$ cat src/rtl/mem_arbiter.sv
// Arbiter sharing one synchronous-read memory between the CPU datapath and a DMA port.
// CPU has fixed priority; a saturating wait counter forces a DMA slot after MAXWAIT cycles.
module mem_arbiter #(
  parameter int unsigned MAXWAIT = 4
) (
  input  logic        clk,
  input  logic        reset,
  input  logic        cpu_req,
  input  logic        cpu_we,
  input  logic [31:0] cpu_adr,
  input  logic [31:0] cpu_wd,
  output logic [31:0] cpu_rd,
  output logic        cpu_ack,
  output logic        cpu_stall,
  input  logic        dma_req,
  input  logic        dma_we,
  input  logic [31:0] dma_adr,
  input  logic [31:0] dma_wd,
  output logic [31:0] dma_rd,
  output logic        dma_ack,
  output logic        mem_en,
  output logic        mem_we,
  output logic [31:0] mem_adr,
  output logic [31:0] mem_wd,
  input  logic [31:0] mem_rd
);

  typedef enum logic [2:0] {
    IDLE,
    CPU_ISSUE,
    CPU_DONE,
    DMA_ISSUE,
    DMA_DONE
  } state_t;

  localparam logic [3:0] WMAX = 4'(MAXWAIT);

  state_t      state, state_nxt;
  logic [3:0]  wcnt;
  logic [31:0] cpu_hold, dma_hold;

  always_ff @(posedge clk or posedge reset) begin
    if (reset) state <= IDLE;
    else       state <= state_nxt;
  end

  // Wait counter holds during DMA_DONE; only DMA_ISSUE or a dropped request clears it.
  always_ff @(posedge clk or posedge reset) begin
    if (reset) begin
      wcnt <= '0;
    end else if (!dma_req || state == DMA_ISSUE) begin
      wcnt <= '0;
    end else if (state != DMA_DONE && wcnt < WMAX) begin
      wcnt <= wcnt + 4'd1;
    end
  end

  always_ff @(posedge clk or posedge reset) begin
    if (reset) begin
      cpu_hold <= '0;
      dma_hold <= '0;
    end else begin
      if (state == CPU_DONE) cpu_hold <= mem_rd;
      if (state == DMA_DONE) dma_hold <= mem_rd;
    end
  end

  always_comb begin
    state_nxt = state;
    mem_en    = 1'b0;
    mem_we    = 1'b0;
    mem_adr   = '0;
    mem_wd    = '0;
    cpu_ack   = 1'b0;
    dma_ack   = 1'b0;
    cpu_rd    = cpu_hold;
    dma_rd    = dma_hold;
    case (state)
      IDLE: begin
        if (dma_req && (wcnt >= WMAX || !cpu_req)) state_nxt = DMA_ISSUE;
        else if (cpu_req)                          state_nxt = CPU_ISSUE;
      end
      CPU_ISSUE: begin
        state_nxt = CPU_DONE;
        mem_en    = 1'b1;
        mem_we    = cpu_we;
        mem_adr   = cpu_adr;
        mem_wd    = cpu_wd;
      end
      CPU_DONE: begin
        state_nxt = IDLE;
        cpu_ack   = 1'b1;
        cpu_rd    = mem_rd;
      end
      DMA_ISSUE: begin
        state_nxt = DMA_DONE;
        mem_en    = 1'b1;
        mem_we    = dma_we;
        mem_adr   = dma_adr;
        mem_wd    = dma_wd;
      end
      DMA_DONE: begin
        state_nxt = IDLE;
        dma_ack   = 1'b1;
        dma_rd    = mem_rd;
      end
      default: state_nxt = IDLE;
    endcase
  end

  assign cpu_stall = cpu_req & ~cpu_ack;

endmodule
$ cat config.mk
export PLATFORM = sky130hd
export DESIGN_NAME = mem_arbiter
export DESIGN_NICKNAME = d
export VERILOG_FILES = /design/src/rtl/mem_arbiter.sv
export SDC_FILE = /design/constraint.sdc
export NUM_CORES = 1
export LEC_CHECK = 0
export ABC_AREA = 1
export BUFFER_PORTS_ARGS = -buffer_cell sky130_fd_sc_hd__buf_2
export CAP_MARGIN = 20
export CORE_AREA = 2 2 116 118
export CTS_BUF_LIST = sky130_fd_sc_hd__clkbuf_16
export CTS_CLUSTER_SIZE = 30
export DETAILED_ROUTE_END_ITERATION = 6
export DIE_AREA = 0 0 118 120
export GPL_TIMING_DRIVEN = 0
export PLACE_DENSITY = 0.59
export SLEW_MARGIN = 0
export SYNTH_ARGS = -nofsm -noshare
export SYNTH_HDL_FRONTEND = slang
export SYNTH_SLANG_ARGS = --single-unit
export TNS_END_PERCENT = 5
$ cat constraint.sdc
create_clock -name clk -period 2.2 [get_ports clk]
set_input_delay 0.11 -clock clk [delete_from_list [all_inputs] [get_ports clk]]
set_output_delay 0.11 -clock clk [all_outputs]
set_load 0.02 [all_outputs]
======== Word-level counts from Yosys, hierarchy flattened ========
Index checks and enable logic that the tools add are counted.
cells by class
  bitwise logic cells ..................... 2
  reduce and logical (&&, ||, !) cells .... 9
  magnitude comparators ................... 2
  mux-type cells .......................... 13
  add/sub/neg operators ................... 1
  eq/ne operators ......................... 6
operators with widths
  kind                                                                number
  case mux 32 bit (2 select lines)                                    2
  two-way mux 32 bit                                                  2
  case mux 3 bit (3 select lines)                                     1
  two-way mux 4 bit                                                   2
  == test 3 x 2 -> 1 bit (second input constant)                      2
  two-way mux 3 bit                                                   2
  inequality test 3 bit (second input constant)                       2
  adder 4 x 1 -> 4 bit (second input constant)                        1
  greater-or-equal comparator 4 x 3 -> 1 bit (second input constant)  1
  < comparator 4 x 3 -> 1 bit (second input constant)                 1
  == test 3 x 1 -> 1 bit (second input constant)                      1
  == test 3 bit (second input constant)                               1
  logical NOT 3 bit                                                   1
  two-way mux 1 bit                                                   3
  logical AND 1 bit                                                   2
  logical NOT 1 bit                                                   2
  logical OR 1 bit                                                    2
  case mux 1 bit (2 select lines)                                     1
  nonzero test 2 bit                                                  1
  OR reduction 2 bit                                                  1
  bitwise AND 1 bit                                                   1
  inverter 1 bit                                                      1
word-level totals
  logic and storage cells ................. 37
  bits in registers ....................... 71
  output and inout port bits .............. 133
  bits of input ports ..................... 166

======== Depth between registers and ports, before layout ========
Gate-level depths: netlist of run 1.
  depth after elaboration ................. 5
  depth in mapped cells ................... 6
  mapped depth without buffers ............ 5

======== Worst setup path before layout of run 1 ========
Ideal clock, no wire load.
  path type ............................... register -> register
  start ................................... reg state[2]
  end ..................................... reg cpu_hold[0]
  required time ........................... 2014 ps
  path buffers ............................ 2
  data arrival time ....................... 1403 ps
  library setup time ...................... 186 ps
  stages on the path, launching flop included .. 6
  slack ................................... 611 ps
  clock period less this slack ............ 1589 ps
  cell sequence ........................... dfrtp_1 -> inv_2 -> nand3_1 -> buf_4 -> buf_4 -> o21ai_0
between the ends
  longest elaborated chain between the ends .. 2
RTL lines
  element                   line  source
  start: declaration        38    state_t state, state_nxt;
  start signal: assignment  44    else state <= state_nxt;
  == test 3 x 2 -> 1 bit    --
  two-way mux 32 bit        --
  net cpu_rd[0]             12    output logic [31:0] cpu_rd,
  end signal: assignment    63    if (state == CPU_DONE) cpu_hold <= mem_rd;
  end: declaration          40    logic [31:0] cpu_hold, dma_hold;
The timed path passes the listed nets, and every way through them passes these cells.
A chain may end at the register's enable or synchronous reset.

======== Final worst setup path of run 1 ========
  start ................................... reg state[1]
  end ..................................... out dma_rd[9]
between the ends
  longest elaborated chain between the ends .. 2
RTL lines
  element             line  source
  == test 3 bit       78    case (state)
  two-way mux 32 bit  --
  end: declaration    19    output logic [31:0] dma_rd,
No other way between the ends.

==> flow_summary.yaml, run 1 <==
run_status:
  status: "finished, violations left"
  violations: "hold timing"
die:
  initial_core_util_pct: 28.11
  io_pins: 299
  die_y_um: 120
  die_area_mm2: 0.01416
  core.rowCount: 42
  fp.dieW_um: 118
  core_area_mm2: 0.01298
place:
  placedCellCount: 974
  placed_cell_area_mm2: 0.005363
  portBuffers: 298
  gp_congestion: 0.8550
  dp_hpwl_um: 11560
routing:
  num_vias: 4319
  wl_per_cell_um: 14.85
  routed_wl_um: 14700
  drtPass1Iterations: 4
  drtIter0Drc: 240
  drcViolationCount: 0
  antenna_left: 0
  vias_per_cell: 4.363
synth:
  seq_area_frac_synth_pct: 48.70
  synth.area.top_cells: "dfrtp_1 49%, nand2_1 21%, nand3_1 9.7%, o21ai_0 7.1%, inv_1 4.4%"
  synth_area_mm2: 0.003648
  yosys.area.top_type_share_pct: 48.70
  synth_top_cell_by_area: "dfrtp_1"
  syn_avg_cell_area_um2: 7.297
  yosysWarnings: 0
  syn_inst: 500
  synthesis.nets: 667
  synth-seq-cells: 71
  ys_types: 16
clocking:
  clock-root-buffer: "clkbuf_16"
  clockBufferDepth: 2
  clk_latency_ns: 0.33
  htreeDepth: 3
  cts-buffers-inserted: 9
  cts_tree: "yes"
  path_clk_slew_ns: 0.05
  clkSinkCount: 71
global_routing:
  grt_antenna_before_repair: 0
  grt_max_degree: 72
  grt_pass1_vias: 4282
  grt_first_pass_wirelength_um: 22550
  grt_overflow_total: 0
  gr-usage-all-layers_pct: 20.34
cells_and_area:
  final_common_cell: "buf_2"
  num-fill-cells: 1419
  design_area_mm2: 0.005645
  layout_common_cells: "311 x buf_2, 202 x nand2_1, 71 x nand3_1, 71 x dfrtp_1, 50 x o21ai_0"
  final_layout_size_suffix_gt1_share_pct: 41.65
  area_growth_pct: 54.73
  antenna_cells: 0
  fin_util_pct: 43.49
  multi_input_area_mm2: 0.001503
  instances_no_fill: 990
  final_nets: 976
  ff_latch_area_mm2: 0.001777
sta:
  worst_pin_slew_ns: 0.8820
  fmax_mhz: 502.1
  relSlewSlack_pct: 41.20
  setup_viol: 0
  period_needed_ns: 1.992
  fin_worst_skew_ns: 0.006072
  fin_crit_sh_pct: 90.53
  timing.hold.ws_ns: -0.01881
  hold_viol: 71
  slew_violations: 0
  rsz0062_at_grt: "no"
worst_setup_path:
  cp-end-kind: "primary output"
  required_ns: 2.09
  crit_type: "reg -> out"
  worst-path-max-fanout: 10
  startpoint_type: "register"
  cp.arrival_ns: 1.88
job:
  drv_cap: 0
power_and_ir_drop:
  power_mw: 8.951
  ir_drop_mv: 0.8704
  powerDensity_mw_per_mm2: 1586
  power_leakage_nw: 3.521
min_path:
  hp-class: "in -> async"
==> flip-flops by register name, indices dropped and copies added (netlist names) <==
register / cells
cpu_hold: 32
dma_hold: 32
wcnt: 4
state: 3
==> worst paths after layout <==
check,start,slack [ns],end,cells past startpoint
min in group clk,mem_rd[25],0.05,cpu_hold[25],3
worst min-delay path,reset,-0.02,cpu_hold[16],2
max in group asynchronous,reset,1.67,state[0],2
worst max register to register,state[1],0.76,dma_hold[11],6
worst min register to register,cpu_hold[10],0.49,cpu_hold[10],2
worst max-delay path,state[1],0.21,dma_rd[9],5
==> metal layers <==
layer  up-vias  track usage (%)  wire [µm]
li1       2198                -          -
met1      1922            24.61       6185
met2       186            34.08       6956
met3        13            6.274       1289
met4         0            7.605        265
met5         -                0          0
==> cell usage after synthesis (all sizes together) <==
cell type / instances
buf: 26
nand2: 202
inv: 44
a21oi: 3
o21ai: 66
nand3: 71
dfrtp: 71
ha: 1
nor2: 7
clkbuf: 9
==> critical path: stages (launching register included) <==
cell,delay (ns)
dfrtp_1,0.41
nor2_1,0.17
nand2_1,0.16
clkbuf_1,0.26
o21ai_0,0.31
buf_2,0.23
==> metrics by stage <==
step / hold slack, ns / setup WS, ns / setup TNS (ns)
after floorplan: 0.2556 / 0.2934 / 0
after global placement: 0.3873 / -0.6591 / -46.65
after detailed placement: 0.3626 / 0.5148 / 0
after CTS: 0.008010 / 0.1478 / 0
after global routing: 0.05566 / 0.02484 / 0
final: -0.01881 / 0.2084 / 0
==> logic make-up (layout without fill, tap and decap cells) <==
logic type	count (synthesis)	in the layout	share of synthesized area (%)
buffers and inverters	79	393	10.12
AOI/OAI and AO/OA	69	69	9.465
DFF	71	71	48.70
adders and majority gates	1	1	0.3429
and+or+nand+nor	280	280	31.38
==> power breakdown <==
part	leakage (nW)	internal, mW	switching, mW
Clock	0.147	0.859	0.536
Combinational	2.51	1.64	3.80
Sequential	0.868	1.94	0.187
Total	3.52	4.43	4.52
==> layout make-up <==
type                    instances  area share, %
plain buffers                  35          3.613
clock buffers                   9          3.989
clock inverters                 7          1.020
inverters                      44          2.970
multi-input cells             350          26.62
flip-flops and latches         71          31.47
well taps                     176          3.901
repair buffers                298          26.42
==> repair_timing <==
item | 4_1_cts | 5_1_grt
hold buffers | 0 | 0
resized for setup | 0 | 2
buffers inserted | 0 | 0
setup endpoints to repair | 0 | 1
No activity file was read; power rests on OpenSTA's default activity.
==> inputs of run 2 (changes only) <==
- PLACE_DENSITY: 0.59 -> not set
- PLACE_DENSITY_LB_ADDON: not set -> 0.08
==> run 2 against run 1 <==
  * The run still ends with hold timing left
  * Register-to-register slack barely moved
  * Hold slack got worse by 0.034 ns
  * Clock-buffer cell count did not move
  * Clock skew rose by 0.0048 ns
  * Sequential share of layout area fell by 0.31 points
  * Total power rose by 2.2%
  * Sequential cell count did not move
  * Highest routed layer is now met5
  * First-iteration DRC count fell by 12%
  * Final area rose by 1.0%
  * Die area did not move
  * Global-route usage fell by 1.2 points
==> flow_summary.yaml, run 2 (synthesis results as in run 1) <==
sta:
  relSlewSlack_pct: 41.06
  timing.hold.ws_ns: -0.05307
  fin_ws_ns: 0.2082
  setup_viol: 0
  hold_viol: 40
  period_needed_ns: 1.992
  final.setup.tns_ns: 0
  fmax_mhz: 502.1
  fin_crit_sh_pct: 90.54
  fin_worst_skew_ns: 0.01092
  slew_violations: 0
  worst_pin_slew_ns: 0.8841
  rsz0062_at_grt: "no"
routing:
  routed_wl_um: 14040
  drtIter0Drc: 211
  antenna_left: 0
  drtPass1Iterations: 4
  wl_per_cell_um: 14.18
  num_vias: 4398
  drcViolationCount: 0
  vias_per_cell: 4.442
power_and_ir_drop:
  ir_drop_mv: 0.7084
  power_mw: 9.144
  powerDensity_mw_per_mm2: 1604
  power_leakage_nw: 3.542
die:
  io_pins: 299
  die_y_um: 120
  fp.dieW_um: 118
  die_area_mm2: 0.01416
  core.rowCount: 42
  initial_core_util_pct: 28.11
  core_area_mm2: 0.01298
global_routing:
  grt_first_pass_wirelength_um: 21740
  grt_overflow_total: 0
  grt_antenna_before_repair: 1
  gr-usage-all-layers_pct: 19.18
  grt_max_degree: 72
  grt_pass1_vias: 4180
worst_setup_path:
  path_cells: "nor2_2 > buf_4 > buf_2 > nand3_1 > nand2_1 > buf_2"
  cp-end-kind: "primary output"
  slowest_delay_ns: 0.44
  worstSetupEndpoint: "mem_wd[18]"
  crit_start: "state[2]"
  path_common_cell: "buf_2"
  r2r_start: "state[1]"
  r2r_end: "dma_hold[15]"
  required_ns: 2.09
  worst-path-max-fanout: 10
  path_buf_inv: 3
  r2r_slack_ns: 0.76
  cp.arrival_ns: 1.88
  critPathSlowestCell: "dfrtp_1"
  crit_type: "reg -> out"
  path_depth: 6
  crit_family: "buffers and inverters"
  startpoint_type: "register"
  r2r_cells: 4
cells_and_area:
  antenna_cells: 0
  final_common_cell: "buf_2"
  final_nets: 976
  design_area_mm2: 0.005702
  layout_common_cells: "311 x buf_2, 202 x nand2_1, 71 x nand3_1, 71 x dfrtp_1, 51 x o21ai_0"
  final_layout_size_suffix_gt1_share_pct: 41.89
  fin_util_pct: 43.93
  biggestRegsByFlops: "cpu_hold x32, dma_hold x32, wcnt x4"
  area_growth_pct: 56.28
place:
  gp_congestion: 0.8426
  place_ws_ns: 0.5179
  portBuffers: 298
  dp_hpwl_um: 10950
  placed_cell_area_mm2: 0.005363
clocking:
  clock-root-buffer: "clkbuf_16"
  htreeDepth: 3
  cts_tree: "yes"
  clk_latency_ns: 0.33
  cts-buffers-inserted: 9
  clkSinkCount: 71
  clockBufferDepth: 2
  cts_setup_buffers: 0
  path_clk_slew_ns: 0.06
run_status:
  violations: "hold timing"
  status: "finished, violations left"
min_path:
  hp-class: "in -> async"
job:
  drv_cap: 0
## run 2: cell type report
cell class,instances,area [µm²]
tap,176,220.2
inverter,44,167.7
sequential,71,1777
clock inverter,7,113.9
clock buffer,9,225.2
timing repair buffer,298,1491
fill,1386,7278
multi-input combinational,350,1503
buffer,35,203.9
## run 2: how the worst min path moves through the flow
stage / from / to / cells after the start
after global placement: dma_req / state[0] / 3
after detailed placement: reset / dma_hold[5] / 2
after CTS: reset / dma_hold[11] / 2
after global routing: reset / cpu_hold[12] / 2
after floorplan: dma_req / state[0] / 2
final: reset / dma_hold[11] / 2
## run 2: repair_timing
item / CTS / global route
hold buffers: 0 / 0
resized for setup: 0 / 1
hold endpoints to repair: 0 / 0
endpoints found under the setup margin: 0 / 1
## run 2: power by group
group	switching, mW	leakage (nW)	internal, mW
Clock	0.544	0.168	1.10
Combinational	3.74	2.51	1.63
Sequential	0.189	0.868	1.94
## run 2: per-stage QoR
stage	hold WS, ns	cells
after floorplan	0.2556	500
after global placement	0.3895	974
after detailed placement	0.3677	974
after CTS	0.01134	990
after global routing	0.05540	990
final	-0.05307	990
## run 2: layer usage
metal	vias up	GRT usage [%]	wire length [µm]
met5	-	0	13
met4	2	4.819	113
met3	13	4.848	1079
met2	192	33.36	7047
met1	1996	23.80	5781
li1	2195	-	-
## run 2: worst reg2reg max path, cell delays in order, from the launching register on
cell and delay [ns]:
dfrtp_1 0.41, nor2_1 0.17, nand2_1 0.16, clkbuf_1 0.27
o21ai_0 0.33
